### src/rtl/dt_skeleton.sv
// Skeleton extraction: scans the finished distance map and marks local maxima as medial-axis pixels.
// Optional macro SKEL_8NBR_EN extends the local-maximum test from 4 to 8 neighbours.
module dt_skeleton #(
  parameter int W_LOG2 = 7,
  parameter int H_LOG2 = 7
) (
  input  logic                       clk,
  input  logic                       reset,
  input  logic                       start,
  output logic                       res_rd,
  output logic [W_LOG2+H_LOG2-1:0]   res_addr,
  input  logic [7:0]                 res_di,
  output logic                       sk_wr,
  output logic [W_LOG2+H_LOG2-5:0]   sk_addr,
  output logic [15:0]                sk_do,
  output logic                       busy,
  output logic                       done,
  output logic [7:0]                 max_dist,
  output logic [W_LOG2+H_LOG2:0]     skel_cnt
);

  localparam int AW = W_LOG2 + H_LOG2;
`ifdef SKEL_8NBR_EN
  localparam int NRD = 9;
`else
  localparam int NRD = 5;
`endif
  localparam logic [AW-1:0] ONE_A   = AW'(1);
  localparam logic [AW-1:0] WIDTH_A = AW'(1) << W_LOG2;
  localparam logic [3:0]    LAST_RD = 4'(NRD - 1);

  typedef enum logic [3:0] {
    IDLE, RD0, RD1, RD2, RD3, RD4,
`ifdef SKEL_8NBR_EN
    RD5, RD6, RD7, RD8,
`endif
    WAIT, EVAL, WR, FIN
  } stateT;

  stateT               r_state;
  logic [AW-1:0]       r_p;
  logic [3:0]          r_rdIdx;
  logic [8*NRD-1:0]    r_nbr;
  logic [15:0]         r_acc;
  logic                r_resRd;
  logic [AW-1:0]       r_resAddr;
  logic                r_skWr;
  logic [AW-5:0]       r_skAddr;
  logic [15:0]         r_skDo;
  logic                r_busy;
  logic                r_done;
  logic [7:0]          r_maxDist;
  logic [AW:0]         r_skelCnt;

  logic                w_xFirst, w_xLast, w_yFirst, w_yLast;
  logic [15:0]         w_oob;
  logic [3:0]          w_capIdx;
  logic [7:0]          w_capVal;
  logic [7:0]          w_c;
  logic                w_bit;
  logic [AW-1:0]       w_pNext;

  // Read order index: 0=C 1=N 2=W 3=E 4=S 5=NW 6=NE 7=SW 8=SE, all wrapping mod 2^AW.
  function automatic logic [AW-1:0] nbrAddr(input logic [AW-1:0] pix, input logic [3:0] idx);
    case (idx)
      4'd1:    nbrAddr = pix - WIDTH_A;
      4'd2:    nbrAddr = pix - ONE_A;
      4'd3:    nbrAddr = pix + ONE_A;
      4'd4:    nbrAddr = pix + WIDTH_A;
      4'd5:    nbrAddr = pix - WIDTH_A - ONE_A;
      4'd6:    nbrAddr = pix - WIDTH_A + ONE_A;
      4'd7:    nbrAddr = pix + WIDTH_A - ONE_A;
      4'd8:    nbrAddr = pix + WIDTH_A + ONE_A;
      default: nbrAddr = pix;
    endcase
  endfunction

  assign w_xFirst = (r_p[W_LOG2-1:0] == '0);
  assign w_xLast  = &r_p[W_LOG2-1:0];
  assign w_yFirst = (r_p[AW-1:W_LOG2] == '0);
  assign w_yLast  = &r_p[AW-1:W_LOG2];
  assign w_pNext  = r_p + ONE_A;

  // Neighbours outside the image are still read, but their data is forced to zero.
  always_comb begin
    w_oob    = '0;
    w_oob[1] = w_yFirst;
    w_oob[2] = w_xFirst;
    w_oob[3] = w_xLast;
    w_oob[4] = w_yLast;
`ifdef SKEL_8NBR_EN
    w_oob[5] = w_yFirst | w_xFirst;
    w_oob[6] = w_yFirst | w_xLast;
    w_oob[7] = w_yLast  | w_xFirst;
    w_oob[8] = w_yLast  | w_xLast;
`endif
  end

  // Data returns two edges after its address, so each capture belongs to the previous read index.
  assign w_capIdx = (r_state == WAIT) ? LAST_RD : (r_rdIdx - 4'd1);
  assign w_capVal = w_oob[w_capIdx] ? 8'd0 : res_di;

  always_comb begin
    w_c   = r_nbr[8*NRD-1 -: 8];
    w_bit = (w_c != 8'd0);
    for (int i = 1; i < NRD; i++) begin
      if (w_c < r_nbr[8*(NRD-i)-1 -: 8]) w_bit = 1'b0;
    end
  end

  always_ff @(posedge clk or negedge reset) begin
    if (!reset) begin
      r_state   <= IDLE;
      r_p       <= '0;
      r_rdIdx   <= '0;
      r_nbr     <= '0;
      r_acc     <= '0;
      r_resRd   <= 1'b0;
      r_resAddr <= '0;
      r_skWr    <= 1'b0;
      r_skAddr  <= '0;
      r_skDo    <= '0;
      r_busy    <= 1'b0;
      r_done    <= 1'b0;
      r_maxDist <= '0;
      r_skelCnt <= '0;
    end else begin
      case (r_state)
        IDLE: begin
          if (start) begin
            r_maxDist <= '0;
            r_skelCnt <= '0;
            r_done    <= 1'b0;
            r_busy    <= 1'b1;
            r_p       <= '0;
            r_acc     <= '0;
            r_rdIdx   <= '0;
            r_resRd   <= 1'b1;
            r_resAddr <= '0;
            r_state   <= RD0;
          end
        end
        RD0, RD1, RD2, RD3, RD4
`ifdef SKEL_8NBR_EN
        , RD5, RD6, RD7, RD8
`endif
        : begin
          if (r_rdIdx != 4'd0) r_nbr <= {r_nbr[8*NRD-9:0], w_capVal};
          if (r_rdIdx == LAST_RD) begin
            r_resRd <= 1'b0;
            r_state <= WAIT;
          end else begin
            r_rdIdx   <= r_rdIdx + 4'd1;
            r_resAddr <= nbrAddr(r_p, r_rdIdx + 4'd1);
            r_state   <= stateT'(r_state + 4'd1);
          end
        end
        WAIT: begin
          r_nbr   <= {r_nbr[8*NRD-9:0], w_capVal};
          r_state <= EVAL;
        end
        EVAL: begin
          r_acc <= {r_acc[14:0], w_bit};
          if (w_bit) r_skelCnt <= r_skelCnt + {{AW{1'b0}}, 1'b1};
          if (w_c > r_maxDist) r_maxDist <= w_c;
          if (&r_p[3:0]) begin
            r_skWr   <= 1'b1;
            r_skAddr <= r_p[AW-1:4];
            r_skDo   <= {r_acc[14:0], w_bit};
            r_state  <= WR;
          end else begin
            r_p       <= w_pNext;
            r_rdIdx   <= '0;
            r_resRd   <= 1'b1;
            r_resAddr <= w_pNext;
            r_state   <= RD0;
          end
        end
        WR: begin
          r_skWr <= 1'b0;
          r_acc  <= '0;
          if (&r_p) begin
            r_state <= FIN;
          end else begin
            r_p       <= w_pNext;
            r_rdIdx   <= '0;
            r_resRd   <= 1'b1;
            r_resAddr <= w_pNext;
            r_state   <= RD0;
          end
        end
        FIN: begin
          r_busy  <= 1'b0;
          r_done  <= 1'b1;
          r_state <= IDLE;
        end
        default: r_state <= IDLE;
      endcase
    end
  end

  assign res_rd   = r_resRd;
  assign res_addr = r_resAddr;
  assign sk_wr    = r_skWr;
  assign sk_addr  = r_skAddr;
  assign sk_do    = r_skDo;
  assign busy     = r_busy;
  assign done     = r_done;
  assign max_dist = r_maxDist;
  assign skel_cnt = r_skelCnt;

endmodule

### config.mk
export PLATFORM = sky130hd
export DESIGN_NAME = dt_skeleton
export DESIGN_NICKNAME = d
export VERILOG_FILES = /design/src/rtl/dt_skeleton.sv
export SDC_FILE = /design/constraint.sdc
export NUM_CORES = 1
export LEC_CHECK = 0
export ABC_AREA = 1
export BUFFER_PORTS_ARGS = -buffer_cell sky130_fd_sc_hd__buf_2
export CORE_MARGIN = 4
export CORE_UTILIZATION = 55
export DETAILED_ROUTE_END_ITERATION = 12
export HOLD_SLACK_MARGIN = 0.15
export PLACE_DENSITY_LB_ADDON = 0.1
export SLEW_MARGIN = 20
export SYNTH_ARGS = -nofsm -noshare
export SYNTH_HDL_FRONTEND = slang
export SYNTH_SLANG_ARGS = --single-unit
### constraint.sdc
create_clock -name clk -period 3.45 [get_ports clk]
set_clock_uncertainty 0.1 [all_clocks]
set_input_delay 0.1725 -clock clk [delete_from_list [all_inputs] [get_ports clk]]
set_output_delay 0.1725 -clock clk [all_outputs]
set_load 0.05 [all_outputs]
# == Word level (Yosys, flattened, before mapping) ==
# Index checks and enable logic that the tools add are counted.
# totals
regBits,144
output_inout_bits,67
inputBits,11
wordCells,130
# classes
magnitude_cmp,6
n_reduce_logical,26
addsub,12
mux,45
n_eq_ne,27
# op_table
op,n
$pmux 14 s8,1
$pmux 40 s2,1
$mux 14,4
$pmux 14 s4,1
$mux 15,3
$pmux 15 s3,1
$add 14x1->14 const B,3
$pmux 14 s3,1
$sub 14x1->14 const B,3
$mux 40,1
$eq 4x3->1 const B,9
$mux 4,9
$lt 8x8->1,4
$pmux 15 s2,1
$mux 8,3
$pmux 4 s5,1
$ne 2x2->1 const B,9
$eq 4x2->1 const B,4
$pmux 4 s4,1
$pmux 8 s2,1
$add 15x1->15 const B,1
$reduce_and 5->1,3
$add 14x8->14 const B,1
$logic_not 7->1,2
22 further kinds,48

# == Depth between registers and ports, before layout ==
# Gate-level depths: netlist of the first run.
# logic_depth
depth_word,7
mapped_depth,18
mapped_depth_nobuf,16

# == Least setup slack after synthesis of the first run ==
# No wires, ideal clock.
# synth_timing
path_kind,register to register
startpoint,"register r_maxDist[3], in the netlist max_dist[3]"
endpoint,"register r_maxDist[5], in the netlist max_dist[5]"
required_ns,3.267
setup_ns,0.083
path_stages_with_launch,12
path_slack_ns,1.125
t_arrival_ns,2.142
period_less_slack_ns,2.325
n_path_buf,1
path_cell_list,dfrtp_1 -> inv_1 -> ha_1 -> nand2_1 -> o21ai_0 -> a21oi_1 -> o211ai_1 -> o311ai_0 -> nand2_1 -> clkbuf_1 -> nand3_1 -> o21ai_0
# synth_between
elab_chain_len,3
# synth_lines
element,line,text
"start, declared",52,logic [7:0] r_maxDist;
"start signal, assigned",165,if (w_c > r_maxDist) r_maxDist <= w_c;
$gt 8x8->1,165,
$ne 2x2->1 (no line),n/a,
$reduce_and 3->1 (no line),n/a,
# No other way between the ends.
# A chain may end at the register's enable or synchronous reset.

# == Worst setup path after layout of the first run ==
# layout_timing
startpoint,register r_rdIdx[0]
endpoint,"register r_resAddr[5], in the netlist res_addr[5]"
# layout_between
elab_chain_len,5
elab_cells_between_ends,15
cone_classes,1 x add/sub; 10 x eq/ne; 3 x mux; 1 x reduce/logical
# layout_lines
element,line,text
"start, declared",42,logic [3:0] r_rdIdx;
"start signal, assigned",153,r_rdIdx <= r_rdIdx + 4'd1;
$add 4x1->4,154,"r_resAddr <= nbrAddr(r_p, r_rdIdx + 4'd1);"
$eq 4x4->1 (tied with other cells),65,case (idx)
$pmux 14 s8,65,
$mux 14,149,if (r_rdIdx == LAST_RD) begin
$pmux 14 s4,128,case (r_state)
"end signal, assigned",154,
"end signal, assigned",175,r_resAddr <= w_pNext;
"end signal, assigned",188,r_resAddr <= w_pNext;
"end, declared",46,logic [AW-1:0] r_resAddr;
# Several ways; a longest one is shown, not always the timed one. The select of a mux whose other input is x is not followed.

==> results of run 1 <==
-- path summary, 6_finish.rpt --
kind | slack [ps] | startpoint | depth (start not counted) | to
min reg2reg | 370 | done | 2 | done
max reg2reg | 680 | r_rdIdx[0] | 11 | res_addr[5]
min in group clk | 370 | done | 2 | done
min | 280 | reset | 2 | r_nbr[24]
max | 680 | r_rdIdx[0] | 11 | res_addr[5]
max in group asynchronous | 2160 | reset | 3 | res_addr[12]
-- critical path: cells and delay by family, from the launching register on --
kind / cells / cell delay [ps]
AOI/OAI and AO/OA: 3 / 380
xor gates and xnor gates: 1 / 390
adders and majority gates: 1 / 330
buffers and inverters: 1 / 70
DFF: 1 / 480
and+or+nand+nor: 5 / 880
-- layer usage --
metal / track usage, % / up-vias / wire, um
met3: 4.434 / 60 / 960
li1: - / 3998 / -
met4: 10.97 / 0 / 794
met2: 44.11 / 211 / 11240
met1: 34.56 / 3821 / 10130
met5: 0 / - / 0
-- synth_stat cells, types with 2 or more instances --
master / number
sky130_fd_sc_hd__nand3_1: 92
sky130_fd_sc_hd__a21o_1: 3
sky130_fd_sc_hd__nand2_4: 2
sky130_fd_sc_hd__o31ai_1: 4
sky130_fd_sc_hd__xnor2_1: 3
sky130_fd_sc_hd__nor3_1: 8
sky130_fd_sc_hd__nor2_4: 3
sky130_fd_sc_hd__nand4_1: 13
sky130_fd_sc_hd__nor2_1: 114
sky130_fd_sc_hd__o21ai_2: 2
sky130_fd_sc_hd__a21oi_1: 47
sky130_fd_sc_hd__o2111ai_1: 3
sky130_fd_sc_hd__o21ai_1: 6
sky130_fd_sc_hd__xor2_1: 21
sky130_fd_sc_hd__nand2_1: 266
sky130_fd_sc_hd__nor3_2: 2
sky130_fd_sc_hd__clkbuf_1: 24
sky130_fd_sc_hd__dfrtp_1: 144
sky130_fd_sc_hd__buf_2: 16
sky130_fd_sc_hd__a31oi_1: 4
sky130_fd_sc_hd__o221ai_1: 4
sky130_fd_sc_hd__o21ai_0: 108
sky130_fd_sc_hd__o211ai_1: 6
sky130_fd_sc_hd__nand2_2: 8
sky130_fd_sc_hd__nor2_2: 5
sky130_fd_sc_hd__inv_1: 146
sky130_fd_sc_hd__ha_1: 52
sky130_fd_sc_hd__o22ai_1: 29
sky130_fd_sc_hd__inv_2: 11
sky130_fd_sc_hd__nor4_1: 6
-- area by class of cell --
cell class / count / area [um2] / share of cell area [%]
sequential: 144 / 3603 / 35.56
inverter: 157 / 589.3 / 5.815
tap: 211 / 264.0 / 2.605
timing repair buffer: 102 / 616.8 / 6.086
clock buffer: 19 / 442.9 / 4.370
clock inverter: 13 / 185.2 / 1.827
multi-input combinational: 828 / 4433 / 43.74
-- logic make-up after synthesis --
kind of cell,Yosys count
flip-flops,144
AND/OR/NAND/NOR,525
XOR/XNOR,25
adder cells (fa/ha/maj),52
buffers and inverters,199
AO/OA/AOI/OAI,226
-- power groups by stage --
| stage | registers, mW | clock network [mW] | logic [mW] |
|---|---|---|---|
| after floorplan | 2.02 | 0 | 0.209 |
| after global placement | 1.85 | 0 | 0.531 |
| after detailed placement | 1.85 | 0 | 0.542 |
| after CTS | 1.82 | 2.00 | 0.554 |
| after global routing | 1.84 | 2.07 | 0.611 |
| final | 1.82 | 1.98 | 0.548 |
-- registers in the layout (all words and copies together), names as in the netlist --
name,count
r_acc,15
sk_wr,1
r_nbr,40
sk_addr,10
max_dist,8
r_rdIdx,4
r_p,14
skel_cnt,15
busy,1
res_rd,1
r_state,4
res_addr,14
sk_do,16
done,1
==> impl_results.html, run 1 <==
<table>
<tr><th>Metric</th><th>Value</th></tr>
<tr><th colspan="2">Outcome</th></tr>
<tr><td>Status</td><td>completed</td></tr>
<tr><th colspan="2">Floorplanning</th></tr>
<tr><td>Effective utilization at floorplan</td><td>a little under three fifths</td></tr>
<tr><td>Number of primary I/O pins</td><td>78</td></tr>
<tr><td>Overall die area</td><td>18090 um2</td></tr>
<tr><td>FP Rows</td><td>45</td></tr>
<tr><td>Die height</td><td>around 130 um</td></tr>
<tr><td>Area of the core region</td><td>15430 um2</td></tr>
<tr><td>DIE WIDTH</td><td>approximately 130 um</td></tr>
<tr><th colspan="2">CTS</th></tr>
<tr><td>Library cell used as clock root buffer</td><td>sky130_fd_sc_hd__clkbuf_16</td></tr>
<tr><td>Post-CTS repair timing setup buffer count</td><td>0</td></tr>
<tr><td>Register clock-pin slew on the reported worst setup and hold paths</td><td>approximately 70 ps</td></tr>
<tr><td>Resized Gates After CTS</td><td>0</td></tr>
<tr><td>Maximum count of clock buffers along a single path</td><td>2</td></tr>
<tr><td>Number of H-tree branching levels</td><td>4</td></tr>
<tr><td>Clock buffer count from CTS</td><td>17</td></tr>
<tr><td>Number of buffers added to fix hold violations after cts</td><td>10</td></tr>
<tr><td>Clock tree from TritonCTS</td><td>yes</td></tr>
<tr><td>Clk_lat worst skew</td><td>around 420 ps</td></tr>
<tr><td>Count of clock tree sinks</td><td>roughly 140</td></tr>
<tr><th colspan="2">Finish</th></tr>
<tr><td>Synthesis-to-finish area growth</td><td>15.12%</td></tr>
<tr><td>Number of diodes added for antenna fixing</td><td>0</td></tr>
<tr><td>Nets</td><td>1313</td></tr>
<tr><td>Most common library cell in the layout ignoring fill and taps</td><td>sky130_fd_sc_hd__nand2_1</td></tr>
<tr><td>Finished Cell Area</td><td>10130 um2</td></tr>
<tr><td>Share of cells above drive strength 1</td><td>around 13%</td></tr>
<tr><td>Fin cells</td><td>around 1500</td></tr>
<tr><td>Fill cell count</td><td>1391</td></tr>
<tr><td>Most used cells in the layout excluding fill and tap cells</td><td>266 x sky130_fd_sc_hd__nand2_1, 146 x sky130_fd_sc_hd__inv_1, 144 x sky130_fd_sc_hd__dfrtp_1</td></tr>
<tr><td>Post-layout util</td><td>65.69%</td></tr>
<tr><th colspan="2">STA</th></tr>
<tr><td>Number of endpoints failing setup at the final stage</td><td>0</td></tr>
<tr><td>Total Neg Setup Slack</td><td>0 ps</td></tr>
<tr><td>Final hold violations</td><td>0</td></tr>
<tr><td>Final worst path period share</td><td>about four fifths</td></tr>
<tr><td>Actual transition at the worst max-transition pin</td><td>roughly 770 ps</td></tr>
<tr><td>Rel. slew slack</td><td>48.99%</td></tr>
<tr><td>Final critical-path setup slack</td><td>a little under 700 ps</td></tr>
<tr><td>Setup repair after global routing missed its margin</td><td>false</td></tr>
<tr><td>Maximum clock frequency</td><td>0.3606 GHz</td></tr>
<tr><td>Post-layout min period</td><td>2773 ps</td></tr>
<tr><td>Final Slew Violations</td><td>0</td></tr>
<tr><td>Worst hold slack</td><td>about 280 ps</td></tr>
<tr><th colspan="2">Power</th></tr>
<tr><td>Power density over cell area</td><td>between 400 and 500 nW/um2</td></tr>
<tr><td>Power spent charging and discharging nets</td><td>between 1 and 1.5 mW</td></tr>
<tr><td>Sw frac</td><td>27.50%</td></tr>
<tr><td>Max rail drop VDD</td><td>between 0.3 and 0.4 mV</td></tr>
<tr><td>Cell Int Power</td><td>3.158 mW</td></tr>
<tr><td>Clock network power share</td><td>between 40% and 50%</td></tr>
<tr><td>Leakage dissipation</td><td>between 5 and 6 nW</td></tr>
<tr><td>Gate power share</td><td>roughly 13%</td></tr>
<tr><td>Reg power frac</td><td>approximately two fifths</td></tr>
<tr><td>Overall power after layout</td><td>4.356 mW</td></tr>
<tr><th colspan="2">Critical path</th></tr>
<tr><td>Critical path type</td><td>reg -&gt; reg</td></tr>
<tr><td>Critical-path cell with the highest stage delay</td><td>sky130_fd_sc_hd__dfrtp_1</td></tr>
<tr><td>Arrival time reported for the critical path endpoint</td><td>around 3000 ps</td></tr>
<tr><td>Cell-by-cell listing of the critical path</td><td>ha_1 &gt; xnor2_1 &gt; nand2_1 &gt; nor2_2 &gt; nor2_4 &gt; nand2_4 &gt; inv_2 &gt; a21oi_1 &gt; o21ai_0 &gt; nand2_1 &gt; a31oi_1</td></tr>
<tr><td>Category of the worst setup path capture point</td><td>flip-flop</td></tr>
<tr><td>Kind of launch point of the worst setup path</td><td>flip-flop</td></tr>
<tr><td>Required @ worst endpoint</td><td>about 3700 ps</td></tr>
<tr><td>Crit-path most repeated cell</td><td>sky130_fd_sc_hd__nand2_1</td></tr>
<tr><td>Worst path max stage delay</td><td>~480 ps</td></tr>
<tr><td>Maximum fanout along the worst path</td><td>9</td></tr>
<tr><th colspan="2">Synth</th></tr>
<tr><td>Synth Area in Compound Gates</td><td>14.68%</td></tr>
<tr><td>Seq/Total Area, Yosys</td><td>around two fifths</td></tr>
<tr><td>Top post-synthesis cells by area</td><td>sky130_fd_sc_hd__dfrtp_1 41%, sky130_fd_sc_hd__nand2_1 11%, sky130_fd_sc_hd__ha_1 7.4%</td></tr>
<tr><td>Synthesized area per cell</td><td>roughly 7.5 um2</td></tr>
<tr><td>Xor and xnor area share after synthesis</td><td>2.572%</td></tr>
<tr><td>Combined area of all synthesized cells</td><td>8803 um2</td></tr>
<tr><td>Post-synthesis share of cell area spent on full adders, half adders and majority gates</td><td>under 10%</td></tr>
<tr><td>Total of flip-flops plus latches after synthesis</td><td>144</td></tr>
<tr><td>Area share of and/or/nand/nor cells after synthesis</td><td>25.58%</td></tr>
<tr><td>Commonest register cell after synthesis</td><td>sky130_fd_sc_hd__dfrtp_1</td></tr>
<tr><td>Multiplexer area fraction after synthesis</td><td>0%</td></tr>
<tr><td>FFs w/ async S/R, synth</td><td>100.0%</td></tr>
<tr><td>Count of unique library cells instantiated by Yosys</td><td>49</td></tr>
<tr><td>Share of the synthesized area in the top cell type</td><td>40.93%</td></tr>
<tr><td>Post-synthesis cell count</td><td>1171</td></tr>
<tr><td>Largest family of logic cells by synthesized area</td><td>simple AND/OR/NAND/NOR gates</td></tr>
<tr><td>Dominant cell type by area after synthesis</td><td>sky130_fd_sc_hd__dfrtp_1</td></tr>
<tr><td>Synth warnings</td><td>0</td></tr>
<tr><td>Number of flops mapped to enable cells by yosys</td><td>0</td></tr>
<tr><td>Number of nets in the synthesized netlist</td><td>between 1000 and 1500</td></tr>
<tr><th colspan="2">Global route</th></tr>
<tr><td>Maximum number of pins on one net before global-route repair</td><td>83</td></tr>
<tr><td>Remaining Overflow, GRT</td><td>0</td></tr>
<tr><td>First-pass GRT wire length</td><td>38790 um</td></tr>
<tr><td>Vias in the first global route</td><td>roughly 7900</td></tr>
<tr><td>Overall global routing resource usage</td><td>a little over a quarter</td></tr>
<tr><td>Initial antenna violation count</td><td>0</td></tr>
<tr><th colspan="2">Detailed routing</th></tr>
<tr><td>DRC violation total after the first TritonRoute iteration</td><td>between 500 and 600</td></tr>
<tr><td>Average via count per standard cell</td><td>between 5 and 6</td></tr>
<tr><td>Number of remaining DRC errors</td><td>0</td></tr>
<tr><td>Antenna Nets Post-Route</td><td>0</td></tr>
<tr><td>Routed wire per std cell</td><td>between 15 and 20 um</td></tr>
<tr><td>Number of iterations in the first detailed-routing pass</td><td>4</td></tr>
<tr><td>Vias after detailed routing</td><td>slightly above 8000</td></tr>
<tr><td>Final routed wirelength across all metal layers</td><td>between 20000 and 25000 um</td></tr>
<tr><th colspan="2">Placement</th></tr>
<tr><td>Placed standard-cell area</td><td>9407 um2</td></tr>
<tr><td>Buffers on Ports</td><td>77</td></tr>
<tr><td>Setup Slack @ Placement</td><td>just over 700 ps</td></tr>
<tr><td>Final estimated routing congestion in global placement</td><td>about 0.94</td></tr>
<tr><td>Instance count after placement with tap cells included</td><td>1432</td></tr>
<tr><td>Estimated wirelength of the detail-placed design</td><td>16450 um</td></tr>
<tr><th colspan="2">Worst hold path</th></tr>
<tr><td>Worst Hold Class</td><td>in -&gt; async</td></tr>
<tr><th colspan="2">Run</th></tr>
<tr><td>Number of violations of the max-capacitance limit</td><td>0</td></tr>
</table>
Note: power is estimated with default switching activity, not from simulation.
==> inputs of run 2 (changes only) <==
Clock period 3.45 ns to 2.7 ns, I/O delays scaled along.
==> run 2 against run 1 <==
Non-clock buffer count rose by 16. Sequential power up 28%. Clock-buffer cell count grew 2. Final cell count rose by 1.0%. Via count up 1.4%. Sequential share of layout area is 0.62 points lower. Cell area rose by 1.9%. Critical path depth up 3. Routed wire length is 1.6% higher. Flip-flop and latch count unchanged. Clock power rose by 24%. Critical endpoint is now res_addr[10].
==> impl_results.html, run 2 (synthesis gave the netlist of run 1 again) <==
<table>
<tr><th>Metric</th><th>Value</th></tr>
<tr><th colspan="2">Finish</th></tr>
<tr><td>Largest register FFs</td><td>40</td></tr>
<tr><td>Most common library cell in the layout ignoring fill and taps</td><td>sky130_fd_sc_hd__nand2_1</td></tr>
<tr><td>Biggest register</td><td>r_nbr</td></tr>
<tr><td>Nets</td><td>about 1300</td></tr>
<tr><td>Share of cells above drive strength 1</td><td>14.48%</td></tr>
<tr><td>Most used cells in the layout excluding fill and tap cells</td><td>265 x sky130_fd_sc_hd__nand2_1, 146 x sky130_fd_sc_hd__inv_1, 142 x sky130_fd_sc_hd__dfrtp_1</td></tr>
<tr><td>Number of diodes added for antenna fixing</td><td>0</td></tr>
<tr><td>Synthesis-to-finish area growth</td><td>17.25%</td></tr>
<tr><th colspan="2">Detailed routing</th></tr>
<tr><td>Number of iterations in the first detailed-routing pass</td><td>5</td></tr>
<tr><td>Average via count per standard cell</td><td>around 5.5</td></tr>
<tr><td>Routed wire per std cell</td><td>~16 um</td></tr>
<tr><td>Antenna Nets Post-Route</td><td>0</td></tr>
<tr><td>DRC violation total after the first TritonRoute iteration</td><td>601</td></tr>
<tr><td>Vias after detailed routing</td><td>between 8000 and 9000</td></tr>
<tr><td>Final routed wirelength across all metal layers</td><td>between 20000 and 25000 um</td></tr>
<tr><td>Number of remaining DRC errors</td><td>0</td></tr>
<tr><th colspan="2">STA</th></tr>
<tr><td>Final Slew Violations</td><td>0</td></tr>
<tr><td>Post-layout min period</td><td>2454 ps</td></tr>
<tr><td>Setup repair after global routing missed its margin</td><td>false</td></tr>
<tr><td>Final hold violations</td><td>0</td></tr>
<tr><td>Total Neg Setup Slack</td><td>0 ps</td></tr>
<tr><td>Final critical-path setup slack</td><td>about 250 ps</td></tr>
<tr><td>Rel. slew slack</td><td>around 50%</td></tr>
<tr><td>Maximum clock frequency</td><td>0.4074 GHz</td></tr>
<tr><td>Number of endpoints failing setup at the final stage</td><td>0</td></tr>
<tr><td>Actual transition at the worst max-transition pin</td><td>between 700 and 800 ps</td></tr>
<tr><td>Final worst path period share</td><td>90.90%</td></tr>
<tr><th colspan="2">Global route</th></tr>
<tr><td>Maximum number of pins on one net before global-route repair</td><td>between 70 and 80</td></tr>
<tr><td>Grt peak-use layer</td><td>met2</td></tr>
<tr><td>Met1 track demand over resource in global routing</td><td>~34%</td></tr>
<tr><td>Remaining Overflow, GRT</td><td>0</td></tr>
<tr><td>Met3 Use GR</td><td>slightly above 5%</td></tr>
<tr><td>Initial antenna violation count</td><td>0</td></tr>
<tr><td>Overall global routing resource usage</td><td>between 20 and 30%</td></tr>
<tr><td>Global-route met2 utilization</td><td>between 40% and 50%</td></tr>
<tr><td>Vias in the first global route</td><td>between 7000 and 8000</td></tr>
<tr><td>First-pass GRT wire length</td><td>~40000 um</td></tr>
<tr><th colspan="2">Critical path</th></tr>
<tr><td>Required @ worst endpoint</td><td>just under 3000 ps</td></tr>
<tr><td>Kind of launch point of the worst setup path</td><td>flip-flop</td></tr>
<tr><td>Critical-path cell with the highest stage delay</td><td>sky130_fd_sc_hd__dfrtp_1</td></tr>
<tr><td>Arrival time reported for the critical path endpoint</td><td>~2700 ps</td></tr>
<tr><td>Worst flop-to-flop path startpoint</td><td>r_rdIdx[1]</td></tr>
<tr><td>Worst path max stage delay</td><td>roughly 450 ps</td></tr>
<tr><td>Length in cells of the worst reg-to-reg path</td><td>14</td></tr>
<tr><td>Crit-path most repeated cell</td><td>sky130_fd_sc_hd__nand2_1</td></tr>
<tr><td>Cell class contributing the biggest share of worst-path delay</td><td>simple AND/OR/NAND/NOR gates</td></tr>
<tr><td>Category of the worst setup path capture point</td><td>flip-flop</td></tr>
<tr><td>Setup slack on the worst flop-to-flop path</td><td>approximately 250 ps</td></tr>
<tr><td>RR Endpoint</td><td>res_addr[10]</td></tr>
<tr><td>Maximum fanout along the worst path</td><td>7</td></tr>
<tr><td>Critical path type</td><td>reg -&gt; reg</td></tr>
<tr><td>Critical path buffers and inverters</td><td>2</td></tr>
<tr><td>Cell-by-cell listing of the critical path</td><td>ha_2 &gt; xor2_4 &gt; o211ai_4 &gt; buf_12 &gt; nand2_1 &gt; nand2_1 &gt; inv_2 &gt; nand2_2 &gt; nor2_2 &gt; nand2_1 &gt; nand3_1 &gt; nand3_1 &gt; nand2_1 &gt; a21oi_1</td></tr>
<tr><th colspan="2">Floorplanning</th></tr>
<tr><td>FP Rows</td><td>45</td></tr>
<tr><td>DIE WIDTH</td><td>134.5 um</td></tr>
<tr><td>Overall die area</td><td>18090 um2</td></tr>
<tr><td>Effective utilization at floorplan</td><td>~57%</td></tr>
<tr><td>Number of primary I/O pins</td><td>78</td></tr>
<tr><td>Area of the core region</td><td>15430 um2</td></tr>
<tr><td>Die height</td><td>roughly 130 um</td></tr>
<tr><th colspan="2">Power</th></tr>
<tr><td>Leakage dissipation</td><td>5.282 nW</td></tr>
<tr><td>Max rail drop VDD</td><td>0.5325 mV</td></tr>
<tr><td>Overall power after layout</td><td>roughly 5.5 mW</td></tr>
<tr><td>Power density over cell area</td><td>531.3 nW/um2</td></tr>
<tr><th colspan="2">Run</th></tr>
<tr><td>Number of violations of the max-capacitance limit</td><td>0</td></tr>
<tr><th colspan="2">Placement</th></tr>
<tr><td>Estimated wirelength of the detail-placed design</td><td>about 17000 um</td></tr>
<tr><td>Final estimated routing congestion in global placement</td><td>roughly 0.98</td></tr>
<tr><td>Buffers on Ports</td><td>77</td></tr>
<tr><td>Setup Slack @ Placement</td><td>between 150 and 200 ps</td></tr>
<tr><th colspan="2">CTS</th></tr>
<tr><td>Clock tree from TritonCTS</td><td>yes</td></tr>
<tr><td>Clock buffer count from CTS</td><td>17</td></tr>
<tr><td>Number of H-tree branching levels</td><td>4</td></tr>
<tr><td>Library cell used as clock root buffer</td><td>sky130_fd_sc_hd__clkbuf_16</td></tr>
<tr><td>Clk_lat worst skew</td><td>around 430 ps</td></tr>
<tr><td>Count of clock tree sinks</td><td>between 100 and 150</td></tr>
<tr><td>Register clock-pin slew on the reported worst setup and hold paths</td><td>60 ps</td></tr>
<tr><td>Maximum count of clock buffers along a single path</td><td>2</td></tr>
<tr><th colspan="2">Worst hold path</th></tr>
<tr><td>Worst Hold Class</td><td>in -&gt; async</td></tr>
<tr><th colspan="2">Outcome</th></tr>
<tr><td>Status</td><td>completed</td></tr>
</table>
-- run 2: changes by cell type in the layout (fill, tap and decap cells not counted), moves of 2 or more --
cell                       change
sky130_fd_sc_hd__buf_12        +4
sky130_fd_sc_hd__inv_6         -2
sky130_fd_sc_hd__dfrtp_1       -2
sky130_fd_sc_hd__buf_4        +12
sky130_fd_sc_hd__clkbuf_8      +3
sky130_fd_sc_hd__dfrtp_2       +2
-- run 2: how the worst max path moves through the flow --
| stage | cells after the start | slack (ps) | end | startpoint |
|---|---|---|---|---|
| detailed placement | 11 | 150 | res_addr[6] | r_rdIdx[0] |
| floorplan | 11 | 380 | max_dist[5] | max_dist[3] |
| global route | 12 | 20 | res_addr[7] | r_state[0] |
| global placement | 11 | 190 | res_addr[6] | r_rdIdx[0] |
| CTS | 11 | 100 | res_addr[5] | r_rdIdx[0] |
| finish | 14 | 250 | res_addr[10] | r_rdIdx[1] |
-- run 2: worst reg2reg max path, stage by stage (launching register included) --
cell and delay [ps]:
sky130_fd_sc_hd__dfrtp_1 450, sky130_fd_sc_hd__ha_2 340, sky130_fd_sc_hd__xor2_4 300, sky130_fd_sc_hd__o211ai_4 150, sky130_fd_sc_hd__buf_12 150, sky130_fd_sc_hd__nand2_1 70
sky130_fd_sc_hd__nand2_1 80, sky130_fd_sc_hd__inv_2 90, sky130_fd_sc_hd__nand2_2 60, sky130_fd_sc_hd__nor2_2 160, sky130_fd_sc_hd__nand2_1 70, sky130_fd_sc_hd__nand3_1 110
sky130_fd_sc_hd__nand3_1 90, sky130_fd_sc_hd__nand2_1 70, sky130_fd_sc_hd__a21oi_1 60
-- run 2: final cells by class --
class | instances | area (um2)
clock buffer | 21 | 480.5
inverter | 157 | 589.3
timing repair buffer | 118 | 787.0
sequential | 144 | 3606
fill | 1348 | 5105
clock inverter | 10 | 133.9
multi-input combinational | 828 | 4462
tap | 211 | 264.0
-- run 2: routing by layer --
| layer | up-vias | share of wire (%) |
|---|---|---|
| met4 | 0 | 3.6 |
| li1 | 4023 | - |
| met5 | - | 0 |
| met1 | 3855 | 42 |
| met3 | 64 | 5.3 |
| met2 | 265 | 49 |
-- run 2: per-stage QoR --
| step | cells | cell area (um2) | hold slack [ps] | util, % |
|---|---|---|---|---|
| after floorplan | 1171 | 8803 | -260.6 | - |
| after global placement | 1447 | 9557 | 97.86 | 61.95 |
| after detailed placement | 1447 | 9557 | 118.0 | 61.95 |
| after CTS | 1488 | 10270 | 240.7 | 66.58 |
| after global routing | 1489 | 10320 | 278.6 | 66.91 |
| final | 1489 | 10320 | 195.0 | 66.91 |
-- run 2: what timing repair did --
action | CTS | global route
gates resized for setup | 0 | 7
setup buffers | 0 | 1
endpoints found under the hold margin | 85 | 0
hold buffers | 10 | 0
setup endpoints to repair | 0 | 15
-- run 2: power breakdown --
group / switching [mW] / internal [mW] / leakage [nW]
Combinational: 0.501 / 0.209 / 3.30
Sequential: 0.0697 / 2.26 / 1.68
Clock: 0.908 / 1.54 / 0.301
Total: 1.48 / 4.01 / 5.28
